`src/rtl/load_store_unit.sv`:
```
// Load/store unit: sequences byte/halfword/word accesses to a word-wide memory,
// with read-modify-write for sub-word stores. Optional macro MISALIGN_TRAP_EN traps misaligned accesses.
module load_store_unit (
    input  logic        clk,
    input  logic        rst,
    input  logic        req,
    input  logic        we,
    input  logic [1:0]  size,
    input  logic        uns,
    input  logic [31:0] addr,
    input  logic [31:0] wdata,
    output logic        ready,
    output logic        done,
    output logic        err,
    output logic [31:0] rdata,
    output logic        MemRead,
    output logic        MemWrite,
    output logic [31:0] m_addr,
    output logic [31:0] m_wd,
    input  logic [31:0] m_rd
);

    typedef enum logic [1:0] {IDLE, RD, WR, DONE} state_t;

    state_t      state;
    logic        we_q;
    logic        uns_q;
    logic [1:0]  size_q;
    logic [31:0] addr_q;
    logic [31:0] wdata_q;
    logic [31:0] word_q;

    logic        illegal;
    logic [31:0] sh_b;
    logic [31:0] sh_h;
    logic [31:0] ld_ext;
    logic [31:0] merged;

    always_comb begin
        illegal = (size == 2'b11);
`ifdef MISALIGN_TRAP_EN
        if (size == 2'b01 && addr[0])
            illegal = 1'b1;
        if (size == 2'b10 && addr[1:0] != 2'b00)
            illegal = 1'b1;
`endif
    end

    // Load extraction works on the live memory word so rdata is ready on the RD->DONE edge.
    always_comb begin
        sh_b = m_rd >> {addr_q[1:0], 3'b000};
        sh_h = m_rd >> {addr_q[1], 4'b0000};
        case (size_q)
            2'b00:   ld_ext = {{24{~uns_q & sh_b[7]}}, sh_b[7:0]};
            2'b01:   ld_ext = {{16{~uns_q & sh_h[15]}}, sh_h[15:0]};
            default: ld_ext = m_rd;
        endcase
    end

    always_comb begin
        merged = word_q;
        case (size_q)
            2'b00:   merged[{addr_q[1:0], 3'b000} +: 8]  = wdata_q[7:0];
            2'b01:   merged[{addr_q[1], 4'b0000} +: 16] = wdata_q[15:0];
            default: merged = wdata_q;
        endcase
    end

    assign ready    = (state == IDLE);
    assign done     = (state == DONE);
    assign MemRead  = (state == RD);
    assign MemWrite = (state == WR);
    assign m_addr   = {addr_q[31:2], 2'b00};
    assign m_wd     = merged;

    always_ff @(posedge clk or posedge rst) begin
        if (rst) begin
            state   <= IDLE;
            we_q    <= '0;
            uns_q   <= '0;
            size_q  <= '0;
            addr_q  <= '0;
            wdata_q <= '0;
            word_q  <= '0;
            err     <= '0;
            rdata   <= '0;
        end else begin
            case (state)
                IDLE: begin
                    if (req) begin
                        we_q    <= we;
                        uns_q   <= uns;
                        size_q  <= size;
                        addr_q  <= addr;
                        wdata_q <= wdata;
                        if (illegal) begin
                            state <= DONE;
                            err   <= 1'b1;
                        end else if (we && size == 2'b10) begin
                            state <= WR;
                        end else begin
                            state <= RD;
                        end
                    end
                end
                RD: begin
                    word_q <= m_rd;
                    if (we_q) begin
                        state <= WR;
                    end else begin
                        state <= DONE;
                        rdata <= ld_ext;
                        err   <= 1'b0;
                    end
                end
                WR: begin
                    state <= DONE;
                    err   <= 1'b0;
                end
                DONE: state <= IDLE;
                default: state <= IDLE;
            endcase
        end
    end

endmodule
```
`config.mk`:
```
export PLATFORM = sky130hd
export DESIGN_NAME = load_store_unit
export DESIGN_NICKNAME = d
export VERILOG_FILES = /design/src/rtl/load_store_unit.sv
export SDC_FILE = /design/constraint.sdc
export NUM_CORES = 1
export LEC_CHECK = 0
export BUFFER_PORTS_ARGS = -buffer_cell sky130_fd_sc_hd__buf_2
export CORE_MARGIN = 2
export CORE_UTILIZATION = 56
export CTS_CLUSTER_DIAMETER = 80
export CTS_CLUSTER_SIZE = 8
export DETAILED_ROUTE_END_ITERATION = 7
export GPL_TIMING_DRIVEN = 0
export PLACE_DENSITY = 0.85
export SLEW_MARGIN = 20
export SYNTH_ARGS = -nofsm -noshare
export SYNTH_HDL_FRONTEND = slang
export SYNTH_SLANG_ARGS = --single-unit
```
`constraint.sdc`:
```
create_clock -name clk -period 10.1 [get_ports clk]
set_input_delay 1.01 -clock clk [delete_from_list [all_inputs] [get_ports clk]]
set_output_delay 1.01 -clock clk [all_outputs]
set_load 0.05 [all_outputs]
```
==> flow_results.xml, run 1 <==
<?xml version="1.0" encoding="UTF-8"?>
<metrics>
  <group name="global_routing">
    <metric name="grt-ovfl-total" unit="">0</metric>
    <metric name="gr-usage-met2" unit="%">49.8</metric>
    <metric name="grtUsageMet3" unit="%">9.49</metric>
    <metric name="first_pass_grt_wire_length" unit="mm">30.8</metric>
    <metric name="groute.layer.met1.usage" unit="%">39.3</metric>
    <metric name="busiest_layer" unit="">met2</metric>
    <metric name="grt_max_degree" unit="">91</metric>
    <metric name="groute.usage.overall" unit="%">31.0</metric>
    <metric name="initial_antenna_violation_count" unit="">0</metric>
    <metric name="vias_in_the_first_global_route" unit="">5874</metric>
  </group>
  <group name="flow_run">
    <metric name="maxCapViolations" unit="">0</metric>
  </group>
  <group name="place">
    <metric name="dpl.hpwl" unit="mm">14.9</metric>
    <metric name="detailedPlace.worstSlack" unit="ns">6.43</metric>
    <metric name="placement.io_buffers" unit="">201</metric>
    <metric name="finalWeightedCongestion" unit="">0.913</metric>
  </group>
  <group name="layout">
    <metric name="final-seq-area" unit="um2">3380</metric>
    <metric name="num-fill-cells" unit="">840</metric>
    <metric name="design.final.nets" unit="">905</metric>
    <metric name="footprint_of_the_multi_input_gates" unit="um2">3060</metric>
    <metric name="area_added_between_synthesis_and_finish" unit="%">26.4</metric>
    <metric name="drive_above_1_share" unit="%">52.7</metric>
    <metric name="antennaDiodeCount" unit="">0</metric>
  </group>
  <group name="setup_path">
    <metric name="cp-startpoint" unit="">addr_q[1]</metric>
    <metric name="critical_path.reg2reg.startpoint" unit="">state[0]</metric>
    <metric name="critical_path_peak_fanout" unit="">10</metric>
    <metric name="critical_path.top_delay_family" unit="">simple AND/OR/NAND/NOR gates</metric>
    <metric name="worstPathArrival" unit="ns">3.14</metric>
    <metric name="critPathKind" unit="">reg -&gt; out</metric>
    <metric name="worst_path_max_delay_cell" unit="">nor4_2</metric>
    <metric name="critical_path.n_buffers_inverters" unit="">3</metric>
    <metric name="timing.critical_path.from_type" unit="">flop</metric>
    <metric name="critical_path.cell_chain" unit="">buf_6, inv_2, ha_1, nor4_2, a21oi_1, o221ai_1, buf_2</metric>
    <metric name="slowest_delay" unit="ns">0.72</metric>
    <metric name="timing.critical_path.required" unit="ns">9.09</metric>
    <metric name="critPathCaptureType" unit="">primary output</metric>
  </group>
  <group name="yosys">
    <metric name="yosys-mux-area-fraction" unit="%">19.1</metric>
    <metric name="synthAdderAreaFrac" unit="%">1.63</metric>
    <metric name="synthCells" unit="">571</metric>
    <metric name="synth.avg_cell_area" unit="um2">12.1</metric>
    <metric name="ys_seq_elements" unit="">135</metric>
    <metric name="synth.top_cells.by_area" unit="">dfrtp_1 (49%), mux2_2 (16%), buf_4 (3.8%)</metric>
    <metric name="yosys_warnings" unit="">0</metric>
    <metric name="synth.most_common_cell" unit="">dfrtp_1</metric>
    <metric name="synth_seq_area_share" unit="%">48.9</metric>
    <metric name="ys_dominant_reg_cell" unit="">dfrtp_1</metric>
    <metric name="number_of_enable_type_register_cells_in_the_synthesized_netlist" unit="">0</metric>
    <metric name="largest_family_of_logic_cells_by_synthesized_area" unit="">multiplexers</metric>
    <metric name="post_synth_xor_area_fraction" unit="%">0</metric>
    <metric name="yosys.area.top_type_share" unit="%">48.9</metric>
    <metric name="yosys.area_share.simple" unit="%">10.3</metric>
    <metric name="netlist_top_cells_count" unit="">dfrtp_1 (135), mux2_2 (101), buf_4 (35)</metric>
    <metric name="synth.distinct_cells" unit="">57</metric>
    <metric name="synth_compound_gate_area_share" unit="%">13.1</metric>
    <metric name="synthArstFlopShare" unit="%">100</metric>
    <metric name="syn_area" unit="um2">6910</metric>
    <metric name="synth_top_cell_by_area" unit="">dfrtp_1</metric>
  </group>
  <group name="timing">
    <metric name="worst_case_clock_skew" unit="ns">0.00662</metric>
    <metric name="final-max-slew-violation-count" unit="">0</metric>
    <metric name="fmax" unit="MHz">241</metric>
    <metric name="post-route-min-period" unit="ns">4.15</metric>
    <metric name="timing.final.hold_violations" unit="">0</metric>
    <metric name="setup-tns-final" unit="ns">0</metric>
    <metric name="final-setup-viol-count" unit="">0</metric>
    <metric name="tightest_slew" unit="ns">0.789</metric>
    <metric name="final_worst_setup_slack" unit="ns">5.95</metric>
    <metric name="slew_headroom" unit="%">47.0</metric>
    <metric name="period_utilisation_layout" unit="%">41.1</metric>
    <metric name="rsz0062_at_grt" unit="">no</metric>
  </group>
  <group name="routing">
    <metric name="drc_markers" unit="">0</metric>
    <metric name="wl_per_cell" unit="um">20.8</metric>
    <metric name="vias_per_cell" unit="">6.00</metric>
    <metric name="routed-via-count" unit="">5715</metric>
    <metric name="ant_nets" unit="">0</metric>
    <metric name="drt-total-wl" unit="mm">19.8</metric>
    <metric name="drt_iter0_drc" unit="">458</metric>
    <metric name="drt_first_pass_iters" unit="">5</metric>
  </group>
  <group name="clock_tree">
    <metric name="clock_path_buffers" unit="">2</metric>
    <metric name="htree_num_levels" unit="">4</metric>
    <metric name="cts_sinks" unit="">135</metric>
    <metric name="clkLatencyLatePin" unit="ns">0.43</metric>
    <metric name="cts_tree" unit="">done</metric>
    <metric name="tritoncts.num_buffers" unit="">17</metric>
    <metric name="clkSlewWorstSetupHoldPaths" unit="ns">0.06</metric>
    <metric name="post_cts.repair.setup_buffers" unit="">0</metric>
    <metric name="clock-root-buffer" unit="">clkbuf_16</metric>
    <metric name="cts_resized" unit="">0</metric>
    <metric name="cts_hold_buf" unit="">0</metric>
  </group>
  <group name="run_status">
    <metric name="outcome" unit="">finished, final reports clean</metric>
  </group>
  <group name="die">
    <metric name="core-area" unit="um2">12000</metric>
    <metric name="dieArea" unit="um2">13200</metric>
    <metric name="initial_core_util" unit="%">57.5</metric>
    <metric name="std_cell_rows" unit="">40</metric>
    <metric name="dieWidth" unit="um">115</metric>
    <metric name="die-height" unit="um">115</metric>
    <metric name="num_io_pins" unit="">204</metric>
  </group>
  <group name="worst_hold_path">
    <metric name="min_path_type" unit="">reg -&gt; reg</metric>
    <metric name="hp-start" unit="">rdata[30]</metric>
  </group>
</metrics>
per-stage QoR:
stage / area [um2] / utilization [%] / instances / hold WS (ns)
3_3_place_gp: 8110 / 67.5 / 920 / 0.472
4_1_cts: 8740 / 72.7 / 953 / 0.492
2_1_floorplan: 6920 / - / 572 / 0.479
3_5_place_dp: 8140 / 67.8 / 921 / 0.478
5_1_grt: 8740 / 72.7 / 953 / 0.517
6_report: 8740 / 72.7 / 953 / 0.491
cells by family after synthesis:
group,after synthesis
AOI/OAI and AO/OA,110
adders and majority gates,9
buffers and inverters,75
DFF,135
muxes,117
other,1
and+or+nand+nor,124
flip-flops by register name, indices dropped and copies added, names as in the netlist:
name and count:
we_q 1, size_q 2, wdata_q 32, addr_q 32
uns_q 1, err 1, word_q 32, state 2
rdata 32
metal layers:
layer,up-vias,routed length [um]
met3,62,1730
li1,2516,-
met5,-,0
met1,2810,7850
met2,327,9610
met4,0,641
cells in the final DEF (no fill, tap or decap), drive strengths merged, types with 23 or more instances in the layout:
master,netlist,final
a221o,23,23
nand3,27,27
nor2,32,32
clkbuf,9,28
buf,59,261
dfrtp,135,135
nand2,28,28
a21oi,26,26
mux2,107,107
tightest hold or removal path: stages (launching register included):
cell and delay [ns]:
dfrtp_1 0.34, nand2_1 0.05, nand3_1 0.07
path summary, 6_finish.rpt:
path                       cells past startpoint     endpoint  slack, ns
max                                            7     m_wd[29]       5.95
min in group asynchronous                      2    addr_q[3]       0.57
min                                            2    rdata[30]       0.49
max in group asynchronous                      3  wdata_q[10]       8.78
max reg2reg                                    6  wdata_q[10]       8.00
min reg2reg                                    2    rdata[30]       0.49
cell type report:
class | count | share of cell area (%)
clock buffer | 19 | 5.07
buffer | 68 | 5.11
inverter | 7 | 0.415
timing repair buffer | 202 | 11.8
sequential | 135 | 38.7
multi-input combinational | 362 | 35.0
tap | 147 | 2.11
clock inverter | 13 | 1.76
Power of run 1 is left out: the tool's default activity adds up to more than one toggle a clock period on the data nets, which glitch-free logic cannot reach.
==> run 2, diff against run 1 <==
CORE_UTILIZATION = 47   (was 56)
PLACE_DENSITY = 0.76   (was 0.85)
clock period = 3.8 ns   (was 10.1 ns; I/O delays follow)
==> run 2 against run 1 <==
Effect of this change: cell area increased by 0.56%; critical path depth unchanged; wire length increased by 0.71%; clock skew decreased by 0.0011 ns; first-iteration DRC count decreased by 24%; via count increased by 0.30%; non-clock buffer count increased by 4; critical endpoint unchanged; register-to-register slack got worse by 6.3 ns.
==> flow_results.xml, run 2 (synthesis gave the netlist of run 1 again) <==
<?xml version="1.0" encoding="UTF-8"?>
<metrics>
  <group name="timing">
    <metric name="slew_headroom" unit="%">49.6</metric>
    <metric name="tightest_slew" unit="ns">0.756</metric>
    <metric name="setup-tns-final" unit="ns">0</metric>
    <metric name="fmax" unit="MHz">295</metric>
    <metric name="post-route-min-period" unit="ns">3.40</metric>
    <metric name="rsz0062_at_grt" unit="">no</metric>
    <metric name="final-setup-viol-count" unit="">0</metric>
    <metric name="period_utilisation_layout" unit="%">89.4</metric>
    <metric name="worst_case_clock_skew" unit="ns">0.00548</metric>
    <metric name="final-max-slew-violation-count" unit="">0</metric>
    <metric name="timing.final.hold_violations" unit="">0</metric>
  </group>
  <group name="die">
    <metric name="dieArea" unit="um2">15700</metric>
    <metric name="num_io_pins" unit="">204</metric>
    <metric name="die-height" unit="um">125</metric>
    <metric name="std_cell_rows" unit="">44</metric>
    <metric name="initial_core_util" unit="%">47.9</metric>
    <metric name="core-area" unit="um2">14400</metric>
    <metric name="dieWidth" unit="um">125</metric>
  </group>
  <group name="routing">
    <metric name="drt_first_pass_iters" unit="">5</metric>
    <metric name="ant_nets" unit="">0</metric>
    <metric name="drt-total-wl" unit="mm">20.0</metric>
    <metric name="wl_per_cell" unit="um">20.1</metric>
    <metric name="drc_markers" unit="">0</metric>
    <metric name="vias_per_cell" unit="">5.77</metric>
    <metric name="routed-via-count" unit="">5732</metric>
    <metric name="drt_iter0_drc" unit="">347</metric>
  </group>
  <group name="setup_path">
    <metric name="critical_path.cell_chain" unit="">buf_6, inv_2, ha_1, nor4_4, a21oi_1, o221ai_1, buf_2</metric>
    <metric name="timing.critical_path.required" unit="ns">3.42</metric>
    <metric name="critical_path_peak_fanout" unit="">10</metric>
    <metric name="critPathCaptureType" unit="">primary output</metric>
    <metric name="critPathKind" unit="">reg -&gt; out</metric>
    <metric name="worstPathArrival" unit="ns">3.02</metric>
    <metric name="timing.critical_path.from_type" unit="">flop</metric>
    <metric name="slowest_delay" unit="ns">0.60</metric>
    <metric name="worst_path_max_delay_cell" unit="">nor4_4</metric>
  </group>
  <group name="layout">
    <metric name="stdcell_area" unit="um2">8790</metric>
    <metric name="finish.cell_count_without_fillers" unit="">993</metric>
    <metric name="design.final.nets" unit="">909</metric>
    <metric name="layout_commonest_cell" unit="">buf_2</metric>
    <metric name="area_added_between_synthesis_and_finish" unit="%">27.1</metric>
    <metric name="drive_above_1_share" unit="%">52.8</metric>
    <metric name="antennaDiodeCount" unit="">0</metric>
    <metric name="layout.cells.most_common_list" unit="">buf_2 (219), dfrtp_1 (135), mux2_2 (101), buf_4 (35)</metric>
  </group>
  <group name="global_routing">
    <metric name="first_pass_grt_wire_length" unit="mm">31.5</metric>
    <metric name="grt-ovfl-total" unit="">0</metric>
    <metric name="groute.layer.met1.usage" unit="%">33.1</metric>
    <metric name="initial_antenna_violation_count" unit="">1</metric>
    <metric name="gr-usage-met2" unit="%">40.8</metric>
    <metric name="vias_in_the_first_global_route" unit="">5986</metric>
    <metric name="groute.usage.overall" unit="%">25.7</metric>
    <metric name="grt_max_degree" unit="">35</metric>
    <metric name="grtUsageMet3" unit="%">7.27</metric>
    <metric name="busiest_layer" unit="">met2</metric>
  </group>
  <group name="clock_tree">
    <metric name="clkSlewWorstSetupHoldPaths" unit="ns">0.06</metric>
    <metric name="htree_num_levels" unit="">4</metric>
    <metric name="tritoncts.num_buffers" unit="">17</metric>
    <metric name="cts_sinks" unit="">135</metric>
    <metric name="clock-root-buffer" unit="">clkbuf_16</metric>
    <metric name="cts_tree" unit="">done</metric>
    <metric name="post_cts.repair.setup_buffers" unit="">0</metric>
    <metric name="clkLatencyLatePin" unit="ns">0.42</metric>
    <metric name="clock_path_buffers" unit="">2</metric>
  </group>
  <group name="place">
    <metric name="post_place_cells" unit="">961</metric>
    <metric name="dpl.hpwl" unit="mm">15.3</metric>
    <metric name="placement.io_buffers" unit="">201</metric>
    <metric name="finalWeightedCongestion" unit="">0.900</metric>
    <metric name="placed_area" unit="um2">8240</metric>
  </group>
  <group name="flow_run">
    <metric name="maxCapViolations" unit="">0</metric>
  </group>
  <group name="worst_hold_path">
    <metric name="min_path_type" unit="">in -&gt; reg</metric>
  </group>
  <group name="run_status">
    <metric name="outcome" unit="">finished, final reports clean</metric>
  </group>
</metrics>
## run 2: cell type report
type	count	area (um2)
Multi-Input combinational cell	362	3070
Timing Repair Buffer	206	1100
Fill cell	1173	5640
Tap cell	184	230
Clock buffer	19	443
Inverter	7	32.5
Buffer	68	447
Clock inverter	12	81.3
Sequential cell	135	3380
## run 2: per-layer routing
layer / up-vias / part of all wire [%]
li1: 2515 / -
met2: 287 / 47
met4: 2 / 3.9
met5: - / 0.055
met1: 2862 / 41
met3: 66 / 8.2
## run 2: through the flow
stage	setup slack [ns]	util (%)	hold WS (ns)
floorplan	0.905	-	0.479
global placement	0.764	56.5	0.474
detailed placement	0.625	57.1	0.442
CTS	0.167	60.9	0.172
global route	0.282	60.9	0.177
finish	0.405	60.9	0.184
## run 2: final timing paths
kind,start,endpoint,slack [ns],cells past startpoint
max in group asynchronous,rst,word_q[20],2.49,5
hold reg to reg,rdata[25],rdata[25],0.49,2
setup reg to reg,state[0],wdata_q[13],1.69,6
min in group asynchronous,rst,addr_q[7],0.55,3
hold / removal,wdata[31],wdata_q[31],0.18,2
setup / recovery,addr_q[1],m_wd[29],0.40,7
## run 2: what timing repair did
action / 4_1_cts / 5_1_grt
gates resized for setup: 0 / 1
endpoints found under the hold margin: 7 / 0
endpoints found under the setup margin: 0 / 1
hold buffers: 1 / 0
## run 2: worst max-delay path, delay by kind of cell (launching register included)
kind | cells | cell delay, ns
adders and majority gates | 1 | 0.35
DFF | 1 | 0.53
AOI/OAI and AO/OA | 2 | 0.46
buffers and inverters | 3 | 0.64
and+or+nand+nor | 1 | 0.60
Power of run 2 is left out for the same reason.
==> run 3, diff against run 2 <==
BUFFER_PORTS_ARGS = -buffer_cell sky130_fd_sc_hd__buf_4   (was -buffer_cell sky130_fd_sc_hd__buf_2)
==> run 3 against run 2 <==
Effect of this change: sequential share of layout area decreased by 2.1 points; die area did not move; flip-flop and latch count did not move; critical endpoint is now m_wd[30].
==> flow_results.xml, run 3 (synthesis gave the netlist of run 1 again) <==
<?xml version="1.0" encoding="UTF-8"?>
<metrics>
  <group name="layout">
    <metric name="layout_commonest_cell" unit="">buf_4</metric>
    <metric name="drive_above_1_share" unit="%">53.0</metric>
    <metric name="area_added_between_synthesis_and_finish" unit="%">34.6</metric>
    <metric name="num-fill-cells" unit="">1168</metric>
    <metric name="design.final.nets" unit="">909</metric>
    <metric name="layout.cells.most_common_list" unit="">buf_4 (236), dfrtp_1 (135), mux2_2 (101), nand2_1 (28), nor2_1 (28)</metric>
    <metric name="antennaDiodeCount" unit="">0</metric>
  </group>
  <group name="setup_path">
    <metric name="critical_path_peak_fanout" unit="">10</metric>
    <metric name="timing.critical_path.required" unit="ns">3.42</metric>
    <metric name="critPathCaptureType" unit="">primary output</metric>
    <metric name="timing.reg2reg.setup_slack" unit="ns">1.68</metric>
    <metric name="worst_path_max_delay_cell" unit="">nor4_2</metric>
    <metric name="critPathKind" unit="">reg -&gt; out</metric>
    <metric name="critical_path.cell_chain" unit="">buf_6, inv_2, ha_1, nor4_2, a21oi_1, o221ai_1, buf_4</metric>
    <metric name="timing.critical_path.from_type" unit="">flop</metric>
    <metric name="slowest_delay" unit="ns">0.80</metric>
    <metric name="worstPathArrival" unit="ns">3.13</metric>
  </group>
  <group name="routing">
    <metric name="drt_first_pass_iters" unit="">6</metric>
    <metric name="ant_nets" unit="">0</metric>
    <metric name="vias_per_cell" unit="">5.66</metric>
    <metric name="drt-total-wl" unit="mm">20.2</metric>
    <metric name="routed-via-count" unit="">5628</metric>
    <metric name="drc_markers" unit="">0</metric>
    <metric name="drt_iter0_drc" unit="">396</metric>
    <metric name="wl_per_cell" unit="um">20.4</metric>
  </group>
  <group name="clock_tree">
    <metric name="cts_tree" unit="">done</metric>
    <metric name="clock_path_buffers" unit="">2</metric>
    <metric name="clkSlewWorstSetupHoldPaths" unit="ns">0.06</metric>
    <metric name="clkLatencyLatePin" unit="ns">0.42</metric>
    <metric name="cts_sinks" unit="">135</metric>
    <metric name="htree_num_levels" unit="">4</metric>
    <metric name="cts_resized" unit="">0</metric>
    <metric name="tritoncts.num_buffers" unit="">17</metric>
    <metric name="clock-root-buffer" unit="">clkbuf_16</metric>
  </group>
  <group name="die">
    <metric name="dieWidth" unit="um">125</metric>
    <metric name="num_io_pins" unit="">204</metric>
    <metric name="initial_core_util" unit="%">47.9</metric>
    <metric name="die-height" unit="um">125</metric>
    <metric name="dieArea" unit="um2">15700</metric>
    <metric name="std_cell_rows" unit="">44</metric>
    <metric name="core-area" unit="um2">14400</metric>
  </group>
  <group name="place">
    <metric name="placement.io_buffers" unit="">201</metric>
    <metric name="finalWeightedCongestion" unit="">0.878</metric>
    <metric name="dpl.hpwl" unit="mm">15.4</metric>
  </group>
  <group name="timing">
    <metric name="fmax" unit="MHz">285</metric>
    <metric name="setup-tns-final" unit="ns">0</metric>
    <metric name="timing.final.hold_violations" unit="">0</metric>
    <metric name="period_utilisation_layout" unit="%">92.4</metric>
    <metric name="worst_case_clock_skew" unit="ns">0.00690</metric>
    <metric name="final-setup-viol-count" unit="">0</metric>
    <metric name="rsz0062_at_grt" unit="">no</metric>
    <metric name="slew_headroom" unit="%">39.3</metric>
    <metric name="post-route-min-period" unit="ns">3.51</metric>
    <metric name="tightest_slew" unit="ns">0.903</metric>
    <metric name="final-max-slew-violation-count" unit="">0</metric>
  </group>
  <group name="global_routing">
    <metric name="first_pass_grt_wire_length" unit="mm">31.8</metric>
    <metric name="grt-ovfl-total" unit="">0</metric>
    <metric name="initial_antenna_violation_count" unit="">0</metric>
    <metric name="vias_in_the_first_global_route" unit="">5957</metric>
    <metric name="groute.usage.overall" unit="%">26.1</metric>
    <metric name="grt_max_degree" unit="">35</metric>
  </group>
  <group name="run_status">
    <metric name="outcome" unit="">finished, final reports clean</metric>
  </group>
  <group name="worst_hold_path">
    <metric name="min_path_type" unit="">in -&gt; reg</metric>
  </group>
  <group name="flow_run">
    <metric name="maxCapViolations" unit="">0</metric>
  </group>
</metrics>
run 3: cell count changes in the layout (fill, tap and decap cells not counted), moves of 2 or more:
cell | previous run | this run
clkinv_2 | 4 | 2
buf_2 | 219 | 18
buf_4 | 35 | 236
clkinv_4 | 0 | 3
run 3: path summary, 6_finish.rpt:
path,start,depth (start not counted),end
min in group asynchronous,rst,3,addr_q[5]
max in group asynchronous,rst,6,word_q[18]
worst max-delay path,addr_q[1],7,m_wd[30]
worst min register to register,rdata[19],2,rdata[19]
worst max register to register,state[0],6,wdata_q[17]
worst min-delay path,addr[23],2,addr_q[23]
run 3: layer usage:
| layer | share of wire, % | global-route usage, % | vias up |
|---|---|---|---|
| met5 | 0 | 0 | - |
| met4 | 2.0 | 8.17 | 0 |
| met3 | 7.5 | 7.92 | 33 |
| met2 | 49 | 42.5 | 248 |
| met1 | 41 | 33.5 | 2825 |
| li1 | - | - | 2522 |
run 3: what timing repair did:
item	CTS	global route
endpoints found under the hold margin	12	0
hold buffers	1	0
buffers inserted	0	0
run 3: critical path: cells and delay by family (launching register included):
family                     cells  cell delay, ns
AOI/OAI and AO/OA              2            0.46
adders and majority gates      1            0.33
buffers and inverters          3            0.58
DFF                            1            0.53
and+or+nand+nor                1            0.80
run 3: stage by stage:
step | cells | util, % | worst slack (ns) | hold slack (ns) | cell area (um2)
after floorplan | 572 | - | 0.905 | 0.479 | 6920
after global placement | 957 | 60.0 | 0.823 | 0.483 | 8660
after detailed placement | 961 | 60.6 | 0.758 | 0.380 | 8740
after CTS | 994 | 64.5 | 0.301 | 0.165 | 9300
after global routing | 994 | 64.5 | 0.114 | 0.168 | 9300
final | 994 | 64.5 | 0.291 | 0.178 | 9300
run 3: layout make-up:
type | instances | area [um2] | share of cell area [%]
Sequential cell | 135 | 3380 | 36.3
Clock buffer | 19 | 453 | 4.87
Timing Repair Buffer | 206 | 1600 | 17.2
Inverter | 7 | 32.5 | 0.350
Clock inverter | 13 | 98.8 | 1.06
Tap cell | 184 | 230 | 2.48
Multi-Input combinational cell | 362 | 3060 | 32.9
Buffer | 68 | 447 | 4.80
Power of run 3 is left out for the same reason.
